--- src/rtl/pipeline_stall_ctrl_pkg.sv ---
// ---------------------------------------------------------------------------
// pipeline_stall_ctrl_pkg
// Shared definitions for the RV32 pipeline stall/flush sequencer:
//   - state_e        : sequencer state encoding (RUN / MEM_WAIT / FAULT)
//   - ZERO_VECTOR_5  : register index x0, which never carries a hazard
// ---------------------------------------------------------------------------
package pipeline_stall_ctrl_pkg;

  typedef enum logic [1:0] {
    ST_RUN      = 2'd0,
    ST_MEM_WAIT = 2'd1,
    ST_FAULT    = 2'd2
  } state_e;

  localparam logic [4:0] ZERO_VECTOR_5 = 5'd0;

endpackage

--- src/rtl/pipeline_stall_ctrl_load_use_detect.sv ---
// ---------------------------------------------------------------------------
// load_use_detect
// Combinational load-use hazard detector. Flags when the instruction in EX
// is a load whose destination is read by the instruction currently in ID.
// Ports:
//   i_id_rs1, i_id_rs2 : source registers of the ID instruction
//   i_id_uses_rs2      : ID instruction actually reads rs2
//   i_ex_memread       : EX instruction is a load
//   i_ex_rd            : destination register of the EX instruction
//   o_lu               : hazard present, ID must wait one cycle
// ---------------------------------------------------------------------------
module load_use_detect
  import pipeline_stall_ctrl_pkg::*;
(
  input  logic [4:0] i_id_rs1,
  input  logic [4:0] i_id_rs2,
  input  logic       i_id_uses_rs2,
  input  logic       i_ex_memread,
  input  logic [4:0] i_ex_rd,
  output logic       o_lu
);

  logic w_rd_live;
  logic w_hit_rs1;
  logic w_hit_rs2;

  // x0 is hard-wired zero, so a load targeting it never produces a value.
  assign w_rd_live = (i_ex_rd != ZERO_VECTOR_5);
  assign w_hit_rs1 = (i_ex_rd == i_id_rs1);
  // rs2 field holds immediate bits on I/U/J types; only compare when used.
  assign w_hit_rs2 = i_id_uses_rs2 & (i_ex_rd == i_id_rs2);

  assign o_lu = i_ex_memread & w_rd_live & (w_hit_rs1 | w_hit_rs2);

endmodule

--- src/rtl/pipeline_stall_ctrl.sv ---
// ---------------------------------------------------------------------------
// pipeline_stall_ctrl
// Central stall/flush sequencer for the 5-stage RV32 pipeline. Sits beside
// EX/MEM and drives the load enables and bubble-flushes of the PC and the
// four pipeline registers. Handles load-use stalls, taken-branch squash and
// variable-latency data-memory waits, with a sticky wait timeout and a
// saturating stall-cycle counter.
// Parameters:
//   TIMEOUT_CYCLES : MEM_WAIT cycles tolerated without dmem_ready (>=1)
//   CNT_W          : width of the stall_cycles counter
// Ports:
//   clk, reset                 : clock, synchronous active-low reset
//   ID_rs1, ID_rs2, ID_uses_rs2: operands of the instruction in ID
//   EX_MemRead, EX_rd          : load / destination of the instruction in EX
//   EX_branch_taken            : branch/jump in EX resolved taken
//   MEM_MemRead, MEM_MemWrite  : load / store in MEM
//   dmem_ready                 : data memory completes this cycle
//   dmem_req                   : data memory request
//   PC_en .. MEM_WB_en         : pipeline register load enables
//   IF_ID_flush, ID_EX_flush,
//   MEM_WB_flush               : load a bubble when enabled
//   mem_timeout                : sticky wait-timeout fault
//   stall_cycles               : saturating count of cycles with PC_en==0
// ---------------------------------------------------------------------------
module pipeline_stall_ctrl
  import pipeline_stall_ctrl_pkg::*;
#(
  parameter int TIMEOUT_CYCLES = 255,
  parameter int CNT_W          = 32
) (
  input  logic             clk,
  input  logic             reset,
  input  logic [4:0]       ID_rs1,
  input  logic [4:0]       ID_rs2,
  input  logic             ID_uses_rs2,
  input  logic             EX_MemRead,
  input  logic [4:0]       EX_rd,
  input  logic             EX_branch_taken,
  input  logic             MEM_MemRead,
  input  logic             MEM_MemWrite,
  input  logic             dmem_ready,
  output logic             dmem_req,
  output logic             PC_en,
  output logic             IF_ID_en,
  output logic             ID_EX_en,
  output logic             EX_MEM_en,
  output logic             MEM_WB_en,
  output logic             IF_ID_flush,
  output logic             ID_EX_flush,
  output logic             MEM_WB_flush,
  output logic             mem_timeout,
  output logic [CNT_W-1:0] stall_cycles
);

  localparam int WC_W = $clog2(TIMEOUT_CYCLES + 1);
  localparam logic [WC_W-1:0] WC_LIMIT = WC_W'(TIMEOUT_CYCLES);

  function automatic logic [CNT_W-1:0] sat_inc(input logic [CNT_W-1:0] v);
    return (v == {CNT_W{1'b1}}) ? v : v + CNT_W'(1);
  endfunction

  state_e            r_state;
  state_e            w_state_nxt;
  logic [WC_W-1:0]   r_wait_cnt;
  logic [WC_W-1:0]   w_wait_cnt_nxt;
  logic              r_mem_timeout;
  logic              w_mem_timeout_nxt;
  logic [CNT_W-1:0]  r_stall_cycles;

  logic              w_mem_acc;
  logic              w_freeze;
  logic              w_lu;

  load_use_detect u_lu (
    .i_id_rs1      (ID_rs1),
    .i_id_rs2      (ID_rs2),
    .i_id_uses_rs2 (ID_uses_rs2),
    .i_ex_memread  (EX_MemRead),
    .i_ex_rd       (EX_rd),
    .o_lu          (w_lu)
  );

  assign w_mem_acc = MEM_MemRead | MEM_MemWrite;
  assign w_freeze  = w_mem_acc & ~dmem_ready;

  // Next state and outputs. Everything is forced low while reset is held.
  always_comb begin
    w_state_nxt       = r_state;
    w_wait_cnt_nxt    = r_wait_cnt;
    w_mem_timeout_nxt = r_mem_timeout;
    dmem_req          = 1'b0;
    PC_en             = 1'b0;
    IF_ID_en          = 1'b0;
    ID_EX_en          = 1'b0;
    EX_MEM_en         = 1'b0;
    MEM_WB_en         = 1'b0;
    IF_ID_flush       = 1'b0;
    ID_EX_flush       = 1'b0;
    MEM_WB_flush      = 1'b0;
    mem_timeout       = 1'b0;

    if (reset) begin
      mem_timeout = r_mem_timeout;
      unique case (r_state)
        ST_RUN, ST_MEM_WAIT: begin
          dmem_req = w_mem_acc;
          if (w_freeze) begin
            // Hold the whole pipe; WB takes a bubble so the instruction
            // already written back is not committed a second time.
            MEM_WB_en    = 1'b1;
            MEM_WB_flush = 1'b1;
            if (r_state == ST_RUN) begin
              w_state_nxt    = ST_MEM_WAIT;
              w_wait_cnt_nxt = WC_W'(1);
            end else if (r_wait_cnt == WC_LIMIT) begin
              w_state_nxt       = ST_FAULT;
              w_mem_timeout_nxt = 1'b1;
            end else begin
              w_wait_cnt_nxt = r_wait_cnt + WC_W'(1);
            end
          end else begin
            w_state_nxt    = ST_RUN;
            w_wait_cnt_nxt = '0;
            PC_en          = 1'b1;
            IF_ID_en       = 1'b1;
            ID_EX_en       = 1'b1;
            EX_MEM_en      = 1'b1;
            MEM_WB_en      = 1'b1;
            if (EX_branch_taken) begin
              // Squash the wrong-path instructions; any load-use consumer
              // is among them, so no stall is needed.
              IF_ID_flush = 1'b1;
              ID_EX_flush = 1'b1;
            end else if (w_lu) begin
              PC_en       = 1'b0;
              IF_ID_en    = 1'b0;
              ID_EX_flush = 1'b1;
            end
          end
        end
        ST_FAULT: begin
          w_mem_timeout_nxt = 1'b1;
        end
        default: begin
          w_state_nxt       = ST_FAULT;
          w_mem_timeout_nxt = 1'b1;
        end
      endcase
    end
  end

  // State, wait counter, fault flag and stall counter registers
  always_ff @(posedge clk) begin
    if (!reset) begin
      r_state        <= ST_RUN;
      r_wait_cnt     <= '0;
      r_mem_timeout  <= 1'b0;
      r_stall_cycles <= '0;
    end else begin
      r_state       <= w_state_nxt;
      r_wait_cnt    <= w_wait_cnt_nxt;
      r_mem_timeout <= w_mem_timeout_nxt;
      if (!PC_en) begin
        r_stall_cycles <= sat_inc(r_stall_cycles);
      end
    end
  end

  assign stall_cycles = reset ? r_stall_cycles : '0;

endmodule

--- config.mk ---
export PLATFORM = sky130hd
export DESIGN_NAME = pipeline_stall_ctrl
export DESIGN_NICKNAME = d
export VERILOG_FILES = /design/src/rtl/pipeline_stall_ctrl_pkg.sv /design/src/rtl/pipeline_stall_ctrl_load_use_detect.sv /design/src/rtl/pipeline_stall_ctrl.sv
export SDC_FILE = /design/constraint.sdc
export NUM_CORES = 1
export LEC_CHECK = 0
export BUFFER_PORTS_ARGS = -buffer_cell sky130_fd_sc_hd__buf_2
export CAP_MARGIN = 20
export CORE_MARGIN = 2
export CORE_UTILIZATION = 35
export CTS_CLUSTER_DIAMETER = 60
export CTS_CLUSTER_SIZE = 20
export DETAILED_ROUTE_END_ITERATION = 10
export PLACE_DENSITY = 0.7
export SETUP_SLACK_MARGIN = 0.15
export SYNTH_ARGS = -nofsm -noshare
export SYNTH_HDL_FRONTEND = slang
export SYNTH_SLANG_ARGS = --single-unit
--- constraint.sdc ---
create_clock -name clk -period 2.1 [get_ports clk]
set_input_delay 0.315 -clock clk [delete_from_list [all_inputs] [get_ports clk]]
set_output_delay 0.315 -clock clk [all_outputs]
set_load 0.005 [all_outputs]
==> flow_metrics.py, run 1 <==
metrics = {
    "run_status": {
        "status": "finished, violations left",
        "violations": "setup timing",
    },
    "critical_path": {
        "cp-end-kind": "flip-flop",
        "rr_startpoint": "r_state[1]",
        "cp-start-kind": "primary input",
        "reg2reg_setup_slack_ns": 0.04,
        "arrival_ns": 2.39,
        "cp_max_fo": 7,
        "crit_required_ns": 2.34,
        "reg2reg_depth": 9,
        "worstSetupPathType": "in2reg",
        "rr_endpoint": "r_stall_cycles[29]",
    },
    "clock_network": {
        "cts_buffers": 5,
        "tritoncts": "yes",
        "ctsHtreeMaxLevel": 2,
        "clk_latency_ns": 0.30,
        "clkTransAtPathRegs_ns": 0.08,
        "root_buffer": "clkbuf_8",
        "clock-sinks": 43,
        "clk_path_buf_depth": 2,
    },
    "place": {
        "io_buffers": 64,
        "place.gp.congestion": 0.880,
        "dp_hpwl_mm": 5.33,
    },
    "synth": {
        "syn_area_um2": 2600,
        "ys_ff_latch": 43,
        "synth_edf_count": 0,
        "ys_seq_area_frac": 0.331,
        "postSynthCellCount": 320,
        "yosysUniqueCellTypes": 51,
        "synth_area_leaders": "dfxtp_1, and2_1, mux2_2",
        "synth_common_cells": "dfxtp_1, nor2_1, and2_1",
        "dominantRegCellSynth": "dfxtp_1",
        "synth_top_area_frac": 0.331,
        "synth_area_leader_cell": "dfxtp_1",
        "syn_nets": 345,
        "synthArstFlopShare": 0,
        "ys_warn_count": 0,
        "synth.most_common_cell": "dfxtp_1",
        "syn-mean-instance-area_um2": 8.12,
    },
    "die": {
        "rows": 31,
        "pin_count": 65,
        "core_um2": 7210,
        "start_util": 0.360,
        "dieArea_um2": 8130,
        "die_w_um": 90.2,
        "die_height_um": 90.2,
    },
    "drt": {
        "ant_nets": 0,
        "firstDrtPassIters": 4,
        "via_per_inst": 5.38,
        "wl_per_cell_um": 15.5,
        "num_vias": 2893,
        "drc": 0,
        "drt_iter0_markers": 152,
        "routed_wl_mm": 8.35,
    },
    "finish": {
        "final_layout_size_suffix_gt1_frac": 0.499,
        "diodes": 0,
        "finalNetCount": 463,
        "syn_to_final_growth_pct": 54.7,
        "nFillCells": 636,
        "utilization": 0.557,
    },
    "pwr": {
        "leakagePower_uw": 0.00168,
        "power_uw": 1650,
        "ir_drop_mv": 0.396,
        "power_density_nw_per_um2": 409,
    },
    "worst_hold_path": {
        "hold_path_class": "reg2reg",
        "worstHoldStart": "r_wait_cnt[1]",
        "hold_end": "r_wait_cnt[1]",
        "hold_path_depth": 2,
    },
    "timing": {
        "max_freq_ghz": 0.466,
        "setup_viol": 5,
        "rsz0062_at_grt": "true",
        "slew_headroom": 0.647,
        "period_share": 1.02,
        "drv_slew": 0,
        "worst_slew_pin_slew_ns": 0.524,
        "hold_viol": 0,
        "skew_ns": 0.0116,
        "setup_slack_ns": -0.0478,
        "post-route-min-period_ns": 2.15,
    },
    "global_routing": {
        "grt-ovfl-total": 0,
        "track_usage": 0.173,
        "grt_max_degree": 34,
        "grt_pass1_wl_mm": 11.8,
        "grt_pass1_vias": 2553,
        "grt_antenna_before_repair": 0,
    },
    "flow_run": {
        "maxCapViolations": 0,
    },
}
[worst max-delay path: stages]
cell and delay (ns):
buf_6 0.09, xor2_2 0.17, nor4_2 0.33, a32oi_2 0.19, a21oi_2 0.27, inv_4 0.09, buf_12 0.14, buf_16 0.13
or4_4 0.53, a21oi_2 0.12
[repair_timing]
action / in CTS / in global routing
setup endpoints to repair: 19 / 33
buffers inserted: 3 / 12
hold buffers: 0 / 0
pin swaps: 5 / 26
resized for setup: 17 / 71
gates cloned: 1 / 1
[per-layer routing]
layer,routed length (µm),global-route usage,vias up
met1,3600,0.230,1395
met2,4190,0.293,91
met4,205,0.0372,0
met3,349,0.0302,19
li1,-,-,1388
met5,0,0,-
[where the power goes]
group,internal (µW),switching [µW]
Combinational,141,141
Clock,233,304
Sequential,821,6.48
Total,1200,451
[cell type report]
class	instances	area, µm²	share of cell area
clock buffer	6	72.6	0.0180
clock inverter	2	12.5	0.00311
inverter	7	28.8	0.00716
multi-input combinational	256	2010	0.500
sequential	43	871	0.217
tap	99	124	0.0308
timing repair buffer	125	903	0.225
[per-stage QoR]
| step | cells | area [µm²] | setup slack (ns) | hold slack [ns] | setup TNS, ns |
|---|---|---|---|---|---|
| 2_1_floorplan | 320 | 2680 | 0.111 | 0.446 | 0 |
| 3_3_place_gp | 513 | 3400 | -0.133 | 0.465 | -0.976 |
| 3_5_place_dp | 513 | 3400 | -0.136 | 0.468 | -1.92 |
| 4_1_cts | 525 | 3610 | 0.0661 | 0.485 | 0 |
| 5_1_grt | 538 | 4020 | -0.115 | 0.512 | -0.973 |
| 6_report | 538 | 4020 | -0.0478 | 0.480 | -0.114 |
[worst max-delay path by stage]
stage          slack, ns                  to  startpoint
2_1_floorplan       0.11   r_stall_cycles[5]    EX_rd[4]
3_3_place_gp       -0.13  r_stall_cycles[27]    EX_rd[4]
3_5_place_dp       -0.14  r_stall_cycles[28]    EX_rd[4]
4_1_cts             0.07  r_stall_cycles[29]    EX_rd[4]
5_1_grt            -0.12  r_stall_cycles[29]   ID_rs2[2]
6_report           -0.05  r_stall_cycles[29]   ID_rs2[2]
[sequential cells by signal (all words and copies together), names as in the netlist]
name / count
r_stall_cycles: 32
r_mem_timeout: 1
r_wait_cnt: 8
r_state: 2
[placed cells by master (no fill, tap or decap), types with 9 or more instances in the layout]
cell type	netlist	final
nand3_1	17	10
dfxtp_1	43	35
nor2_1	42	40
nand4_1	13	13
buf_2	3	62
buf_6	2	10
buf_4	2	47
nor3_4	0	9
mux2_4	0	10
nand2_1	17	15
xor2_1	11	10
and2_1	34	33
mux2_2	18	9
[kinds of logic (layout without fill, tap and decap cells)]
kind of cell	Yosys count	count (layout)	share of synthesized area
muxes	21	21	0.0910
buffers and inverters	21	140	0.0404
AOI/OAI and AO/OA	43	43	0.104
and+or+nand+nor	176	176	0.376
DFF	43	43	0.331
adders and majority gates	2	2	0.00962
xor gates and xnor gates	14	14	0.0472
No activity file was read; power rests on OpenSTA's default activity.
==> run 2: changes to the inputs <==
Settings changed: CORE_UTILIZATION 35 to 48, PLACE_DENSITY 0.7 to 0.87.
==> run 2 against run 1 <==
Net effect:
- the flow still finishes with violations (setup timing)
- utilization increased by 26 points
- combinational power increased by 30%
- sequential power about the same
- count of clock-buffer cells in the layout did not move
- flip-flop and latch count stayed put
- hold slack better by 0.025 ns
- maximum frequency shrank 3.8%
- via count rose by 20%
- die area is 26% lower
- clock skew rose by 0.0055 ns
- routed wire length up 52%
- critical path type is now reg2reg
- largest cell class unchanged
==> flow_metrics.py, run 2 (synthesis gave the netlist of run 1 again) <==
metrics = {
    "clock_network": {
        "root_buffer": "clkbuf_8",
        "clock-sinks": 43,
        "ctsHtreeMaxLevel": 2,
        "clk_latency_ns": 0.32,
        "postCtsHoldBufs": 0,
        "cts_buffers": 5,
        "tritoncts": "yes",
        "clk_path_buf_depth": 2,
        "clkTransAtPathRegs_ns": 0.09,
    },
    "critical_path": {
        "arrival_ns": 2.42,
        "worstPathCellList": "nand4_1, buf_6, nor3_4, and4_4, nand2_8, nor4_4, mux2_4",
        "worstSetupPathType": "reg2reg",
        "slowest_delay_ns": 0.39,
        "cp-end-kind": "flip-flop",
        "cpMaxStageDelayCell": "dfxtp_2",
        "cp_max_fo": 6,
        "rr_endpoint": "r_stall_cycles[31]",
        "reg2reg_setup_slack_ns": -0.13,
        "crit_required_ns": 2.29,
        "rr_startpoint": "r_stall_cycles[15]",
        "cp-start-kind": "flip-flop",
        "cp-startpoint": "r_stall_cycles[15]",
        "reg2reg_depth": 7,
        "crit_family": "simple AND/OR/NAND/NOR gates",
        "crit_buf_inv": 1,
    },
    "worst_hold_path": {
        "hold_end": "r_state[0]",
        "worstHoldStart": "reset",
        "hold_path_depth": 5,
        "hold_path_class": "in2reg",
    },
    "run_status": {
        "violations": "setup timing",
        "status": "finished, violations left",
    },
    "timing": {
        "setup_viol": 17,
        "post-route-min-period_ns": 2.23,
        "max_freq_ghz": 0.448,
        "worst_slew_pin_slew_ns": 0.613,
        "hold_ws_ns": 0.504,
        "setup_slack_ns": -0.131,
        "hold_viol": 0,
        "rsz0062_at_grt": "true",
        "skew_ns": 0.0171,
        "period_share": 1.06,
        "drv_slew": 0,
        "slew_headroom": 0.587,
    },
    "drt": {
        "routed_wl_mm": 12.7,
        "met1Wirelength_mm": 4.30,
        "drt_iter0_markers": 573,
        "wl_per_cell_um": 24.5,
        "drc": 0,
        "top_layer_used": "met4",
        "wl_met3_mm": 1.45,
        "wl_met2_mm": 5.83,
        "firstDrtPassIters": 5,
        "num_vias": 3472,
        "ant_nets": 0,
        "via_per_inst": 6.69,
    },
    "pwr": {
        "power_uw": 1860,
        "leakagePower_uw": 0.00181,
        "ir_drop_mv": 0.583,
        "switching_share": 0.270,
        "power.internal_uw": 1360,
        "power_density_nw_per_um2": 438,
        "power.share.clock": 0.357,
        "sequentialPowerShare": 0.445,
        "pwr-share-comb": 0.198,
        "p_sw_uw": 502,
    },
    "global_routing": {
        "grt_pass1_vias": 2930,
        "grt_antenna_before_repair": 0,
        "track_usage": 0.306,
        "grt-ovfl-total": 0,
        "grt_max_degree": 34,
        "grt_pass1_wl_mm": 14.7,
    },
    "finish": {
        "syn_to_final_growth_pct": 63.1,
        "final_layout_size_suffix_gt1_frac": 0.555,
        "final_cell_mix": "buf_2, buf_4, nor2_1",
        "reg_top3": "r_stall_cycles x32, r_wait_cnt x8, r_state x2",
        "diodes": 0,
        "utilization": 0.820,
        "finalNetCount": 474,
        "layout_commonest_cell": "buf_2",
        "regMostFlops": "r_stall_cycles",
        "largest_reg_flops": 32,
        "finalNonFillerCells": 519,
    },
    "die": {
        "core_um2": 5170,
        "die_height_um": 77.6,
        "dieArea_um2": 6020,
        "pin_count": 65,
        "die_w_um": 77.6,
        "start_util": 0.503,
        "rows": 26,
    },
    "place": {
        "place.gp.congestion": 0.834,
        "dp_hpwl_mm": 5.37,
        "dp_cells": 479,
        "io_buffers": 64,
    },
    "flow_run": {
        "maxCapViolations": 0,
    },
}
run 2: worst max-delay path by stage:
stage                          to  depth (start not counted)
2_1_floorplan   r_stall_cycles[5]                          9
3_3_place_gp   r_stall_cycles[11]                          8
3_5_place_dp   r_stall_cycles[28]                          9
4_1_cts        r_stall_cycles[21]                         10
5_1_grt        r_stall_cycles[27]                          7
6_report       r_stall_cycles[31]                          7
run 2: what timing repair did:
action                                  in CTS  in global routing
endpoints found under the setup margin      26                 35
hold endpoints to repair                     0                  0
pin swaps                                   12                 33
cloned                                       1                  2
buffers inserted                            12                 18
resized for setup                           51                 74
run 2: layout make-up:
| class | count | area [µm²] |
|---|---|---|
| Sequential cell | 43 | 883 |
| Clock buffer | 6 | 72.6 |
| Multi-Input combinational cell | 256 | 2090 |
| Inverter | 7 | 26.3 |
| Timing Repair Buffer | 136 | 1050 |
| Fill cell | 276 | 932 |
| Tap cell | 70 | 87.6 |
| Clock inverter | 1 | 30.0 |
run 2: worst min-delay path, stage by stage:
cell	delay [ns]
buf_2	0.12
nand2b_4	0.08
inv_1	0.06
nand2_1	0.09
a31oi_1	0.08
run 2: per-layer routing:
layer,GRT usage,vias up
li1,-,1407
met3,0.0593,126
met1,0.382,1575
met5,0,-
met2,0.513,364
met4,0.132,0
run 2: power by group through the flow:
stage                     Sequential, µW  Combinational [µW]  Clock, µW
after global placement               846                 185          0
final                                828                 368        664
after global routing                 829                 378        691
after floorplan                      845                 107          0
after CTS                            827                 273        638
after detailed placement             846                 194          0
run 2: through the flow:
step | TNS [ns] | worst slack, ns | instance area (µm²)
finish | -0.967 | -0.131 | 4240
global route | -1.54 | -0.174 | 4240
CTS | 0 | 0.0501 | 3770
detailed placement | -2.90 | -0.163 | 3310
global placement | -0.584 | -0.0826 | 3310
floorplan | 0 | 0.111 | 2680
==> run 3: changes to the inputs <==
Settings changed: PLACE_DENSITY 0.87 to 0.76.
==> run 3 against run 2 <==
Net effect:
- the run now ends clean
- non-clock buffer count down 15
- total power down 11%
- final area down 6.0%
- worst setup slack better by 0.17 ns
- clock power down 18%
- combinational power down 21%
- via count down 15%
- routed wire length down 29%
- largest power group unchanged
- highest routed layer unchanged
==> flow_metrics.py, run 3 (synthesis gave the netlist of run 1 again) <==
metrics = {
    "finish": {
        "finalNonFillerCells": 504,
        "largest_reg_flops": 32,
        "syn_to_final_growth_pct": 53.3,
        "final_layout_size_suffix_gt1_frac": 0.507,
        "reg_top3": "r_stall_cycles x32, r_wait_cnt x8, r_state x2",
        "diodes": 0,
        "regMostFlops": "r_stall_cycles",
        "final_cell_mix": "buf_2, buf_4, nor2_1",
        "layout_commonest_cell": "buf_2",
        "finalNetCount": 459,
    },
    "worst_hold_path": {
        "hold_path_depth": 5,
        "hold_path_class": "in2reg",
    },
    "die": {
        "dieArea_um2": 6020,
        "pin_count": 65,
        "core_um2": 5170,
        "rows": 26,
        "start_util": 0.503,
        "die_height_um": 77.6,
        "die_w_um": 77.6,
    },
    "clock_network": {
        "clk_path_buf_depth": 2,
        "tritoncts": "yes",
        "cts_buffers": 5,
        "clock-sinks": 43,
        "clkTransAtPathRegs_ns": 0.08,
        "root_buffer": "clkbuf_8",
        "postCtsHoldBufs": 0,
        "clk_latency_ns": 0.30,
        "ctsHtreeMaxLevel": 2,
    },
    "drt": {
        "wl_per_cell_um": 17.9,
        "drc": 0,
        "drt_iter0_markers": 254,
        "num_vias": 2964,
        "firstDrtPassIters": 5,
        "via_per_inst": 5.88,
        "routed_wl_mm": 9.03,
        "ant_nets": 0,
    },
    "global_routing": {
        "track_usage": 0.259,
        "grt-ovfl-total": 0,
        "grt_antenna_before_repair": 0,
        "grt_max_degree": 34,
        "grt_pass1_wl_mm": 12.8,
        "grt_pass1_vias": 2722,
    },
    "timing": {
        "setup_viol": 0,
        "max_freq_ghz": 0.485,
        "worst_slew_pin_slew_ns": 0.619,
        "drv_slew": 0,
        "hold_viol": 0,
        "hold_ws_ns": 0.436,
        "rsz0062_at_grt": "true",
        "slew_headroom": 0.586,
        "skew_ns": 0.00697,
        "period_share": 0.982,
        "post-route-min-period_ns": 2.06,
    },
    "flow_run": {
        "maxCapViolations": 0,
    },
    "place": {
        "dp_cells": 479,
        "io_buffers": 64,
        "dp_hpwl_mm": 5.30,
        "place.gp.congestion": 0.879,
    },
    "pwr": {
        "power_density_nw_per_um2": 416,
        "ir_drop_mv": 0.376,
        "leakagePower_uw": 0.00170,
    },
    "run_status": {
        "status": "completed",
    },
    "critical_path": {
        "worstPathCellList": "buf_6, buf_6, buf_4, xor2_1, nor3_1, a32oi_2, a21oi_4, inv_4, buf_6, buf_4, buf_4, o31ai_4, a21oi_1",
        "cpMaxStageDelayCell": "o31ai_4",
        "reg2reg_setup_slack_ns": 0.09,
        "worstSetupPathType": "in2reg",
        "slowest_delay_ns": 0.24,
        "crit_required_ns": 2.26,
        "cp_max_fo": 6,
        "reg2reg_depth": 8,
        "cp-end-kind": "flip-flop",
        "cp-start-kind": "primary input",
        "arrival_ns": 2.22,
    },
}
run 3: cell count changes in the layout (fill, tap and decap cells not counted), sizes merged:
cell,previous run,this run
bufinv,1,0
clkinv,0,1
buf,135,120
run 3: layer usage:
metal	wire, µm	vias to the layer above	global-route usage
met1	3540	1413	0.318
met3	528	30	0.0547
met2	4640	141	0.443
met5	0	-	0
met4	315	0	0.0982
li1	-	1380	-
run 3: worst paths after layout:
path	start	endpoint
max reg2reg	r_stall_cycles[14]	r_stall_cycles[11]
min reg2reg	r_wait_cnt[1]	r_wait_cnt[1]
max	EX_rd[4]	r_stall_cycles[17]
min	reset	r_state[0]
run 3: cell type report:
type | count | area, µm²
inverter | 7 | 28.8
timing repair buffer | 121 | 832
clock inverter | 1 | 5.00
sequential | 43 | 878
multi-input combinational | 256 | 2070
fill | 341 | 1190
tap | 70 | 87.6
clock buffer | 6 | 82.6
run 3: worst max-delay path: cells and delay by family:
kind                      cells  cell delay, ns
AOI/OAI and AO/OA             4            0.70
xor gates and xnor gates      1            0.15
and+or+nand+nor               1            0.20
buffers and inverters         7            0.86
run 3: per-stage QoR:
stage / instance area (µm²) / setup slack (ns) / total power, µW / utilization / setup TNS [ns]
3_5_place_dp: 3290 / -0.287 / 1040 / 0.637 / -4.26
6_report: 3990 / 0.0379 / 1660 / 0.770 / 0
4_1_cts: 3630 / 0.0839 / 1620 / 0.702 / 0
3_3_place_gp: 3290 / -0.0708 / 1030 / 0.637 / -0.654
2_1_floorplan: 2680 / 0.111 / 952 / - / 0
5_1_grt: 3990 / -0.0215 / 1720 / 0.770 / -0.0215
run 3: where the power goes:
group | switching [µW] | internal [µW] | total (µW)
combinational | 153 | 136 | 289
clock | 287 | 258 | 545
sequential | 6.23 | 819 | 825
total | 446 | 1210 | 1660
run 3: timing repair:
item	in CTS	in global routing
pin swaps	3	16
buffers inserted	8	8
hold endpoints to repair	0	0
setup endpoints to repair	27	35
resized for setup	39	57
gates cloned	1	1
